==> src/rtl/tanh_scheduler_pkg.sv <==
// Shared types and constants for the tanh activation-unit scheduler.
// Latency: n/a (declarations only).
// Backpressure: n/a.
package tanh_sched_pkg;

    typedef enum logic [1:0] {
        IDLE   = 2'd0,
        LAUNCH = 2'd1,
        WAIT   = 2'd2,
        RESP   = 2'd3
    } state_t;

    localparam logic [31:0] FP_ONE  = 32'h3F80_0000;
    localparam logic [31:0] FP_ZERO = 32'h0000_0000;

endpackage

==> src/rtl/tanh_scheduler_if.sv <==
// Requester-side request/response bundle of the tanh scheduler.
// Latency: n/a (wiring only).
// Backpressure: req_valid/req_ready and rsp_valid/rsp_ready handshakes per requester.
// Ports: req_valid/req_data/rsp_ready driven by requesters (master),
//        req_ready/rsp_valid/rsp_data/rsp_err driven by the scheduler (slave).
interface tanh_scheduler_if #(
    parameter int N_REQ  = 4,
    parameter int DATA_W = 32
);
    logic [N_REQ-1:0]        req_valid;
    logic [N_REQ*DATA_W-1:0] req_data;
    logic [N_REQ-1:0]        req_ready;
    logic [N_REQ-1:0]        rsp_valid;
    logic [N_REQ-1:0]        rsp_ready;
    logic [DATA_W-1:0]       rsp_data;
    logic                    rsp_err;

    modport master (
        output req_valid, req_data, rsp_ready,
        input  req_ready, rsp_valid, rsp_data, rsp_err
    );

    modport slave (
        input  req_valid, req_data, rsp_ready,
        output req_ready, rsp_valid, rsp_data, rsp_err
    );
endinterface

==> src/rtl/tanh_scheduler_rr_arbiter.sv <==
// Round-robin arbiter: grants the first requester at or after ptr, wrapping.
// Latency: purely combinational.
// Backpressure: none; the caller decides when a grant is consumed.
// Ports: req (requests), ptr (highest-priority index), grant (one-hot),
//        grant_idx (binary index of grant), any (some request present).
module rr_arbiter #(
    parameter int N     = 4,
    parameter int PTR_W = (N > 1) ? $clog2(N) : 1
) (
    input  logic [N-1:0]     req,
    input  logic [PTR_W-1:0] ptr,
    output logic [N-1:0]     grant,
    output logic [PTR_W-1:0] grant_idx,
    output logic             any
);
    // One extra bit so ptr + k never overflows before the wrap subtraction.
    logic [PTR_W:0]   w_sum;
    logic [PTR_W-1:0] w_idx;

    always_comb begin
        grant     = '0;
        grant_idx = '0;
        any       = 1'b0;
        w_sum     = '0;
        w_idx     = '0;
        // Offset 0 is the pointer itself; the first hit in offset order wins.
        for (int k = 0; k < N; k++) begin
            w_sum = {1'b0, ptr} + (PTR_W+1)'(k);
            if (w_sum >= (PTR_W+1)'(N)) begin
                w_sum = w_sum - (PTR_W+1)'(N);
            end
            w_idx = w_sum[PTR_W-1:0];
            if (!any && req[w_idx]) begin
                any          = 1'b1;
                grant[w_idx] = 1'b1;
                grant_idx    = w_idx;
            end
        end
    end
endmodule

==> src/rtl/tanh_scheduler.sv <==
// Shares one HyperBolicTangent unit among N_REQ requesters with round-robin arbitration and a WAIT timeout.
// Latency: accept edge to rsp_valid = 2 cycles + unit latency (TIMEOUT+1 cycles on timeout).
// Backpressure: one operation in flight; no req_ready outside IDLE; RESP holds until the owner's rsp_ready.
// Ports: clk, reset (async active-low), bus (requester bundle, slave side),
//        tanh_x/tanh_reset to the unit, tanh_out/tanh_finished from it, busy (not IDLE).
module tanh_scheduler
    import tanh_sched_pkg::*;
#(
    parameter int N_REQ   = 4,
    parameter int DATA_W  = 32,
    parameter int TIMEOUT = 64
) (
    input  logic              clk,
    input  logic              reset,
    tanh_scheduler_if.slave   bus,
    output logic [DATA_W-1:0] tanh_x,
    output logic              tanh_reset,
    input  logic [DATA_W-1:0] tanh_out,
    input  logic              tanh_finished,
    output logic              busy
);
    localparam int PTR_W = $clog2(N_REQ);
    localparam int CNT_W = $clog2(TIMEOUT);

    state_t            r_state;
    logic [PTR_W-1:0]  r_ptr;
    logic [PTR_W-1:0]  r_owner;
    logic [DATA_W-1:0] r_x;
    logic [DATA_W-1:0] r_res;
    logic              r_err;
    logic [CNT_W-1:0]  r_cnt;

    logic [N_REQ-1:0]  w_grant;
    logic [PTR_W-1:0]  w_grant_idx;
    logic              w_any;

    rr_arbiter #(.N(N_REQ), .PTR_W(PTR_W)) u_arb (
        .req       (bus.req_valid),
        .ptr       (r_ptr),
        .grant     (w_grant),
        .grant_idx (w_grant_idx),
        .any       (w_any)
    );

    always_ff @(posedge clk or negedge reset) begin
        if (!reset) begin
            r_state <= IDLE;
            r_ptr   <= '0;
            r_owner <= '0;
            r_x     <= '0;
            r_res   <= '0;
            r_err   <= 1'b0;
            r_cnt   <= '0;
        end else begin
            case (r_state)
                IDLE: begin
                    if (w_any) begin
                        r_x     <= bus.req_data[w_grant_idx*DATA_W +: DATA_W];
                        r_owner <= w_grant_idx;
                        r_state <= LAUNCH;
                    end
                end
                LAUNCH: begin
                    r_cnt   <= '0;
                    r_state <= WAIT;
                end
                WAIT: begin
                    r_cnt <= r_cnt + 1'b1;
                    // Finished is checked first so a result on the last
                    // allowed cycle still beats the timeout.
                    if (tanh_finished) begin
                        r_res   <= tanh_out;
                        r_err   <= 1'b0;
                        r_state <= RESP;
                    end else if (r_cnt == CNT_W'(TIMEOUT-1)) begin
                        r_res   <= DATA_W'(FP_ZERO);
                        r_err   <= 1'b1;
                        r_state <= RESP;
                    end
                end
                RESP: begin
                    if (bus.rsp_ready[r_owner]) begin
                        r_ptr   <= (r_owner == PTR_W'(N_REQ-1)) ? '0 : r_owner + 1'b1;
                        r_state <= IDLE;
                    end
                end
                default: r_state <= IDLE;
            endcase
        end
    end

    // Accept pulse only in IDLE; gated by reset so it is quiet while held in reset.
    assign bus.req_ready = (r_state == IDLE && reset) ? w_grant : '0;
    assign bus.rsp_valid = (r_state == RESP) ? (N_REQ'(1) << r_owner) : '0;
    assign bus.rsp_data  = (r_state == RESP) ? r_res : '0;
    assign bus.rsp_err   = (r_state == RESP) && r_err;

    // The unit is held cleared until the operand has been presented for one cycle.
    assign tanh_reset = (r_state == IDLE) || (r_state == LAUNCH);
    assign tanh_x     = r_x;
    assign busy       = (r_state != IDLE);
endmodule

==> src/flat_wrapper.sv <==
// flat-port wrapper written by rule: the top's interface ports become plain ports
module tanh_scheduler_flat import tanh_sched_pkg::*;
#(
    parameter int N_REQ   = 4,
    parameter int DATA_W  = 32,
    parameter int TIMEOUT = 64
)
  (clk, reset, tanh_x, tanh_reset, tanh_out, tanh_finished, busy, bus_req_valid, bus_req_data, bus_rsp_ready, bus_req_ready, bus_rsp_valid, bus_rsp_data, bus_rsp_err);
  tanh_scheduler_if #(.N_REQ(N_REQ), .DATA_W(DATA_W)) bus_i ();
  input  logic clk;
  input  logic reset;
  output logic [DATA_W-1:0] tanh_x;
  output logic tanh_reset;
  input  logic [DATA_W-1:0] tanh_out;
  input  logic tanh_finished;
  output logic busy;
  input wire logic [$bits(bus_i.req_valid)-1:0] bus_req_valid;
  input wire logic [$bits(bus_i.req_data)-1:0] bus_req_data;
  input wire logic [$bits(bus_i.rsp_ready)-1:0] bus_rsp_ready;
  output wire logic [$bits(bus_i.req_ready)-1:0] bus_req_ready;
  output wire logic [$bits(bus_i.rsp_valid)-1:0] bus_rsp_valid;
  output wire logic [$bits(bus_i.rsp_data)-1:0] bus_rsp_data;
  output wire logic [$bits(bus_i.rsp_err)-1:0] bus_rsp_err;
  assign bus_i.req_valid = bus_req_valid;
  assign bus_i.req_data = bus_req_data;
  assign bus_i.rsp_ready = bus_rsp_ready;
  assign bus_req_ready = bus_i.req_ready;
  assign bus_rsp_valid = bus_i.rsp_valid;
  assign bus_rsp_data = bus_i.rsp_data;
  assign bus_rsp_err = bus_i.rsp_err;
  tanh_scheduler #(.N_REQ(N_REQ), .DATA_W(DATA_W), .TIMEOUT(TIMEOUT)) u_core (.clk(clk), .reset(reset), .bus(bus_i), .tanh_x(tanh_x), .tanh_reset(tanh_reset), .tanh_out(tanh_out), .tanh_finished(tanh_finished), .busy(busy));
endmodule
==> config.mk <==
export PLATFORM = sky130hd
export DESIGN_NAME = tanh_scheduler_flat
export DESIGN_NICKNAME = d
export VERILOG_FILES = /design/src/rtl/tanh_scheduler_pkg.sv /design/src/rtl/tanh_scheduler_if.sv /design/src/rtl/tanh_scheduler_rr_arbiter.sv /design/src/rtl/tanh_scheduler.sv /design/src/flat_wrapper.sv
export SDC_FILE = /design/constraint.sdc
export NUM_CORES = 1
export LEC_CHECK = 0
export BUFFER_PORTS_ARGS = -buffer_cell sky130_fd_sc_hd__buf_4
export CAP_MARGIN = 40
export CORE_MARGIN = 1
export CORE_UTILIZATION = 40
export CTS_BUF_LIST = sky130_fd_sc_hd__clkbuf_16
export DETAILED_ROUTE_END_ITERATION = 8
export PLACE_DENSITY = 0.7
export SYNTH_ARGS = -nofsm -noshare
export SYNTH_HDL_FRONTEND = slang
export SYNTH_SLANG_ARGS = --single-unit
==> constraint.sdc <==
create_clock -name clk -period 3.6 [get_ports clk]
set_clock_uncertainty 0.05 [all_clocks]
set_input_delay 0.9 -clock clk [delete_from_list [all_inputs] [get_ports clk]]
set_output_delay 0.9 -clock clk [all_outputs]
set_load 0.1 [all_outputs]
Yosys cells after proc, flatten, opt, wreduce, memory -nomap -nowiden
Cells that the tools add are included.

word-level totals
  flip-flop bits (word level) = 77
  bits of input ports = 171
  logic and storage cells = 111

operators by class
  add/subtract/negate cells = 9
  order comparisons = 13
  equal/unequal tests = 8
  shifts and indexed selects = 2
  multiplexer cells = 48
  bitwise operators = 3
  reduce and logical (&&, ||, !) cells = 21

operators with widths
  operator             number
  $shiftx 128x8->32    1
  $mux 32              3
  $mux 2               13
  $mux 4               6
  $lt 2x3->1 const B   5
  $mux 1               15
  $or 4x4->4           3
  $pmux 6 s2           1
  $bmux 1 s2           5
  $ge 3x3->1 const B   3
  $logic_and 1x1->1    9
  $demux 1 s2          4
  $ge 2x1->1 const B   4
  $pmux 2 s4           1
  $sub 2x1->2 const B  4
  $add 2x2->3 const B  2
  $add 6x1->6 const B  1
  $eq 2x2->1 const B   3
  $eq 6x6->1 const B   1
  $reduce_and 2->1     3
  $reduce_bool 2->1    3
  $shl 1x2->4 const A  1
  $add 2x1->3 const B  1
  $ge 2x3->1 const B   1
  other kinds (9)      11

Depth between registers and ports, before layout
Gate-level depths: netlist of run 1.

  depth in word-level cells = 16
  gate-level depth with buffers = 10
  gate-level depth less buffers = 7

Cells and area by module
From an unflattened synthesis of run 1, not the netlist that was laid out.

second synthesis, totals
  cell total of the unflattened synthesis = 347
  area total of the unflattened synthesis = 4588.2 µm²

by module, submodules not included
  module          times used  cells each  area each (µm²)
  tanh_scheduler  1           302         4169.0
  rr_arbiter      1           45          419.2

Worst setup path before layout of run 1
OpenSTA, ideal clock, no wires.

  path type = reg-to-output
  start = register u_core.r_ptr[1]
  end = output bus_req_ready[0]
  data arrival time = 3627 ps
  data required time = 2650 ps
  path slack = -977 ps
  stages on the path, launching flop included = 10
  path through = dfrtp_1 > clkbuf_1 > inv_1 > ha_1 > clkbuf_1 > mux4_2 > nor2b_2 > a22o_1 > mux2i_1 > a21oi_1

between the ends
  word-level cells in the longest chain between the ends = 15
  elaborated cells between the ends (all ways) = 60
  classes of those cells = 7 x add/sub; 12 x order compare; 28 x mux; 3 x bitwise; 10 x reduce/logical

ends and longest elaborated chain
  element                                               RTL line                         RTL
  start: declaration                                    tanh_scheduler.sv:26             logic [PTR_W-1:0] r_ptr;
  start signal: assignment                              tanh_scheduler.sv:83             r_ptr <= (r_owner == PTR_W'(N_REQ-1)) ? '0 : r_owner + 1'b1;
  branches (longest 13 deep; another with $add 2x1->3)  n/a
  $mux 4 (*)                                            tanh_scheduler_rr_arbiter.sv:33  if (!any && req[w_idx]) begin
  $mux 4 (*)                                            tanh_scheduler.sv:93             assign bus.req_ready = (r_state == IDLE && reset) ? w_grant : '0;
  end: declaration                                      flat_wrapper.sv:20               output wire logic [$bits(bus_i.req_ready)-1:0] bus_req_ready;

Every way passes the cells marked *. The select of a mux whose other input is x is not followed.

Worst setup path in the final report of run 1
Same ends and word-level chain as after synthesis.

==> results_dict.tcl, run 1 <==
set metrics [dict create \
    synth-edff-count 0 \
    synth-seq-area-share_pct 37.6 \
    placed_cell_area_um2 7050 \
    num_antenna_cells 0 \
    yosys.area.top_type "dfrtp_1" \
    cts_hold_buf 0 \
    insertion_delay_ps 330 \
    power_leakage_nw 3.58 \
    worstSetupStartpointType "flop" \
    die_w_um 115 \
    synth.avg_cell_area_um2 9.94 \
    htreeDepth 3 \
    root_buffer "clkbuf_16" \
    wire_per_inst_um 17.4 \
    dpl.hpwl_mm 11.5 \
    clock-sinks 77 \
    cts_setup_buffers 0 \
    yosys_warnings 0 \
    num_rows 40 \
    cts_tree "done" \
    setup_viol_count_final 0 \
    synth_top_cells_by_area "dfrtp_1, mux2i_1, a22o_1" \
    antenna_left 0 \
    hold_viol 0 \
    die_y_um 115 \
    numCtsBuffers 9 \
    outcome "complete, no violations" \
    period_needed_ps 3490 \
    grt_pass1_vias 4878 \
    end_kind "output pin" \
    tns_ps 0 \
    ir_drop_v 0.000538 \
    io_buffers 245 \
    syn_area_um2 5120 \
    p_total_w 0.00806 \
    ys_seq_elements 77 \
    cp_max_fo 8 \
    ys.flop_type "dfrtp_1" \
    grt_max_degree 65 \
    critical_path_class "reg2out" \
    fin_nets 917 \
    drive_gt1_share_pct 40.8 \
    antenna_found_initial 0 \
    via_count 4946 \
    multiInputGateArea_um2 2880 \
    timing.fmax_mhz 287 \
    dr.pass1.iters 4 \
    worstPathArrival_ps 2540 \
    drt-total-wl_mm 15.7 \
    synth_most_common_cell "dfrtp_1" \
    async_flop_share_pct 100 \
    netlist.area_leader.share_pct 37.6 \
    synth.distinct_cells 45 \
    syn-instance-count 515 \
    place.gp.congestion 0.867 \
    coreArea_um2 12300 \
    post_cts_resized 0 \
    viasPerCell 5.48 \
    final_cell_area_um2 7370 \
    grt_util_all_layers_pct 23.9 \
    hold_class "reg2reg" \
    area_growth_syn_to_layout_pct 44.0 \
    min_period_over_period_pct 96.9 \
    powerDensity_nw_per_um2 1090 \
    syn-num-nets 702 \
    die-area_um2 13300 \
    crit_required_ps 2650 \
    io_pins 246 \
    finish.utilization_pct 60.1 \
    start_util_pct 41.8 \
    grt_overflow 0 \
    maxCapViolations 0 \
    grt_setup_unrepaired "false" \
    final_cells 903 \
    drc 0 \
    synth_common_cells "dfrtp_1, nand2_1, and2_1" \
    slew_violations 0 \
    fillers 1059 \
    tightest_slew_ps 513 \
    drt_iter0_markers 331 \
    cts_buffer_depth 2 \
    max-slew-margin-rel_pct 65.8 \
    place_inst 887 \
    grt_pass1_wl_mm 24.5 \
    clk_pin_slew_ps 60 \
    regArea_um2 1930 \
]
-- metal layers --
layer / vias to the layer above / track usage, % / part of all wire (%)
met4: 0 / 10.9 / 3.2
met5: - / 0 / 0
li1: 2375 / - / -
met2: 182 / 40.8 / 51
met1: 2353 / 29.1 / 41
met3: 36 / 5.01 / 4.8
-- cell usage in the layout, fill, tap and decap left out, types with 2 or more instances in the layout --
cell type	count
a21boi_0	29
ha_1	15
clkinvlp_4	2
and2_1	38
mux2_2	4
a22o_1	36
nor2_1	4
nand3_1	8
or3_1	3
nand2b_1	2
bufinv_16	2
buf_4	260
o21ai_0	9
dfrtp_1	77
inv_1	15
o221ai_1	32
clkbuf_16	9
a31oi_1	2
buf_12	2
a21oi_4	4
mux4_2	3
a21boi_1	3
a21oi_1	4
nor2b_1	2
nand2_1	41
o311ai_1	32
mux2i_1	38
and3_1	34
-- layout make-up --
class,instances,area share (%)
Inverter,13,0.662
Timing Repair Buffer,262,27.0
Clock buffer,9,3.05
Clock inverter,7,1.24
Multi-Input combinational cell,367,39.1
Tap cell,168,2.85
Sequential cell,77,26.1
-- per-stage QoR --
stage	hold WS [ps]	setup WS (ps)
after detailed placement	425	61.9
after CTS	439	59.1
after global routing	459	20.8
final	434	113
after floorplan	415	46.1
after global placement	418	172
-- where the power goes --
part | internal (W) | total, W | leakage [nW] | switching, W
Sequential | 0.00127 | 0.00149 | 0.964 | 0.000224
Clock | 0.000605 | 0.000971 | 0.155 | 0.000367
Combinational | 0.00157 | 0.00559 | 2.46 | 0.00402
Total | 0.00345 | 0.00806 | 3.58 | 0.00461
-- worst paths after layout --
path | from | endpoint | slack [ps] | cells after the start
max in group asynchronous | reset | u_core.r_res[17]$_DFFE_PN0P_ | 2320 | 3
min in group asynchronous | reset | u_core.tanh_x[0]$_DFFE_PN0P_ | 590 | 2
hold reg to reg | u_core.tanh_x[15]$_DFFE_PN0P_ | u_core.tanh_x[15]$_DFFE_PN0P_ | 430 | 2
hold / removal | u_core.tanh_x[15]$_DFFE_PN0P_ | u_core.tanh_x[15]$_DFFE_PN0P_ | 430 | 2
setup / recovery | u_core.r_ptr[1]$_DFFE_PN0P_ | bus_req_ready[0] | 110 | 8
setup reg to reg | u_core.r_ptr[1]$_DFFE_PN0P_ | u_core.tanh_x[14]$_DFFE_PN0P_ | 1180 | 7
-- sequential cells by signal, summed over array words and instances (netlist names) --
name / cells
u_core.r_res: 32
u_core.tanh_x: 32
u_core.r_cnt: 6
u_core.r_owner: 2
u_core.r_ptr: 2
u_core.r_state: 2
u_core.r_err: 1
-- critical path, stage by stage (launching register included) --
cell	delay (ps)
dfrtp_1	340
inv_1	90
ha_2	460
mux4_2	390
nor2b_2	200
a22o_1	170
mux2i_1	100
a21oi_4	130
buf_4	310
-- kinds of logic (layout without fill, tap and decap cells) --
kind of cell             after synthesis  in the layout  share of synthesized area (%)
multiplexers                          45             45                           9.63
AND/OR/NAND/NOR                      142            142                           15.1
AO/OA/AOI/OAI                        163            163                           26.0
XOR/XNOR                               1              1                          0.171
flip-flops                            77             77                           37.6
buffers and inverters                 71            291                           7.57
adder cells (fa/ha/maj)               16             16                           3.91
(Power assumes the default switching activity.)
==> run 2: changes to the inputs <==
--- a/config.mk
+++ b/config.mk
@@ -5,13 +5,14 @@
 export SDC_FILE = /design/constraint.sdc
 export NUM_CORES = 1
 export LEC_CHECK = 0
+export ABC_AREA = 1
 export BUFFER_PORTS_ARGS = -buffer_cell sky130_fd_sc_hd__buf_4
 export CAP_MARGIN = 40
 export CORE_MARGIN = 1
 export CORE_UTILIZATION = 40
 export CTS_BUF_LIST = sky130_fd_sc_hd__clkbuf_16
 export DETAILED_ROUTE_END_ITERATION = 8
-export PLACE_DENSITY = 0.7
+export PLACE_DENSITY = 0.69
 export SYNTH_ARGS = -nofsm -noshare
 export SYNTH_HDL_FRONTEND = slang
 export SYNTH_SLANG_ARGS = --single-unit
==> run 2 against run 1 <==
  * Global-route usage decreased by 0.32 points
  * Synthesized cell count is 50% higher
  * Die area up 4.2%
  * Critical path depth is 2 higher
  * First-iteration DRC count up 19%
  * Final area grew 2.3%
  * Non-clock buffer count shrank 7
  * Register-to-register slack got worse by 260 ps
  * Flip-flop and latch count did not move
  * Wire length rose by 1.5%
  * Worst setup slack improved by 110 ps
  * Critical path type unchanged
  * Largest cell class unchanged
==> results_dict.tcl, run 2 <==
set metrics [dict create \
    area_growth_syn_to_layout_pct 41.2 \
    worstSetupStartpointType "flop" \
    insertion_delay_ps 340 \
    antenna_found_initial 0 \
    grt_util_all_layers_pct 23.6 \
    drt_iter0_markers 393 \
    clock-sinks 77 \
    num_antenna_cells 0 \
    max-slew-margin-rel_pct 58.0 \
    ys.flop_type "dfrtp_1" \
    drt-total-wl_mm 16.0 \
    cts_setup_buffers 0 \
    die_w_um 118 \
    via_count 5574 \
    ff2ff_setup_slack_ps 920 \
    numCtsBuffers 9 \
    htreeDepth 3 \
    critical_path_class "reg2out" \
    final_cells 1181 \
    maxCapViolations 0 \
    synth_top_cells_by_area "dfrtp_1, nand2_1, nand3_1" \
    hold_class "reg2reg" \
    yosys.area.top_type "dfrtp_1" \
    async_flop_share_pct 100 \
    yosys_warnings 0 \
    syn-num-nets 962 \
    grt_max_degree 93 \
    syn_area_um2 5340 \
    place.gp.congestion 0.862 \
    ys_seq_elements 77 \
    place_inst 1165 \
    num_rows 41 \
    netlist.area_leader.share_pct 36.1 \
    die_y_um 118 \
    drc 0 \
    coreArea_um2 12800 \
    synth_most_common_cell "nand2_1" \
    grt_pass1_vias 5234 \
    dpl.hpwl_mm 11.9 \
    clk_pin_slew_ps 60 \
    viasPerCell 4.72 \
    io_buffers 245 \
    slew_violations 0 \
    dr.pass1.iters 4 \
    synth_common_cells "nand2_1, inv_1, nand3_1" \
    period_needed_ps 3380 \
    worstPathArrival_ps 2430 \
    end_kind "output pin" \
    timing.fmax_mhz 296 \
    tightest_slew_ps 630 \
    min_period_over_period_pct 93.8 \
    die-area_um2 13800 \
    outcome "complete, no violations" \
    grt_pass1_wl_mm 26.1 \
    hold_viol 0 \
    synth.avg_cell_area_um2 6.89 \
    cp_max_fo 8 \
    final_common_cell "buf_4" \
    synth-edff-count 0 \
    tns_ps 0 \
    synth-seq-area-share_pct 36.1 \
    synth.distinct_cells 38 \
    cts_buffer_depth 2 \
    cts_tree "done" \
    layout_common_cells "buf_4, nand2_1, inv_1, nand3_1, dfrtp_1" \
    grt_overflow 0 \
    root_buffer "clkbuf_16" \
    wire_per_inst_um 13.5 \
    fin_nets 1191 \
    post_cts_resized 0 \
    start_util_pct 41.7 \
    setup_viol_count_final 0 \
    cts_hold_buf 0 \
    crit_required_ps 2650 \
    io_pins 246 \
    drive_gt1_share_pct 30.2 \
    syn-instance-count 775 \
    antenna_left 0 \
    grt_setup_unrepaired "false" \
]
[run 2: cell types whose count changed in the layout (fill, tap and decap cells not counted), moves of 8 or more]
cell      previous run  this run
and2_1              38         0
o221ai_1            32         0
nand3_1              8       127
mux2i_1             38         0
and3_1              34         0
a21boi_0            29         1
or2_0                0         9
inv_1               15       157
buf_4              260       252
nand2_1             41       244
or2_2                1        13
o311ai_1            32         1
[run 2: per-layer routing]
layer | part of all wire [%] | global-route usage (%) | vias to the layer above
met5 | 0 | 0 | -
met4 | 2.5 | 7.37 | 0
met3 | 5.5 | 6.06 | 26
met2 | 50 | 40.7 | 157
met1 | 42 | 28.8 | 2539
li1 | - | - | 2852
[run 2: layout make-up]
class | count | area [um2]
Clock buffer | 9 | 225
Clock inverter | 7 | 41.3
Fill cell | 1262 | 5280
Inverter | 162 | 616
Multi-Input combinational cell | 499 | 2570
Sequential cell | 77 | 1930
Tap cell | 172 | 215
Timing Repair Buffer | 255 | 1940
[run 2: worst max-delay path: stages (launching register included)]
cell and delay [ps]:
dfrtp_2 450, inv_1 80, ha_1 350, inv_1 130, nand2_1 110, nand2_1 180, nand4_1 150, o2111ai_1 230
nand2_1 80, inv_1 50, buf_4 280
[run 2: logic make-up after synthesis]
family,synth area share (%)
flip-flops,36.1
buffers and inverters,15.8
AO/OA/AOI/OAI,8.29
AND/OR/NAND/NOR,36.1
adder cells (fa/ha/maj),3.75
[run 2: final timing paths]
kind / startpoint / to / cells after the start
setup / recovery: u_core.r_ptr[1]$_DFFE_PN0P_ / bus_req_ready[3] / 10
hold / removal: u_core.tanh_x[22]$_DFFE_PN0P_ / u_core.tanh_x[22]$_DFFE_PN0P_ / 2
setup reg to reg: u_core.r_ptr[1]$_DFFE_PN0P_ / u_core.tanh_x[25]$_DFFE_PN0P_ / 13
hold reg to reg: u_core.tanh_x[22]$_DFFE_PN0P_ / u_core.tanh_x[22]$_DFFE_PN0P_ / 2
max in group asynchronous: reset / u_core.r_ptr[1]$_DFFE_PN0P_ / 3
min in group asynchronous: reset / u_core.tanh_x[2]$_DFFE_PN0P_ / 2
[run 2: stage by stage]
step | setup WS [ps] | instance area (um2) | util [%] | hold slack, ps
floorplan | 364 | 5340 | - | 416
global placement | 391 | 7270 | 56.7 | 416
detailed placement | 354 | 7270 | 56.7 | 416
CTS | 74.9 | 7530 | 58.8 | 433
global route | 26.4 | 7540 | 58.8 | 441
finish | 224 | 7540 | 58.8 | 430
Power of run 2 is left out: the tool's default activity adds up to more than one toggle a clock period on the data nets, which glitch-free logic cannot reach.
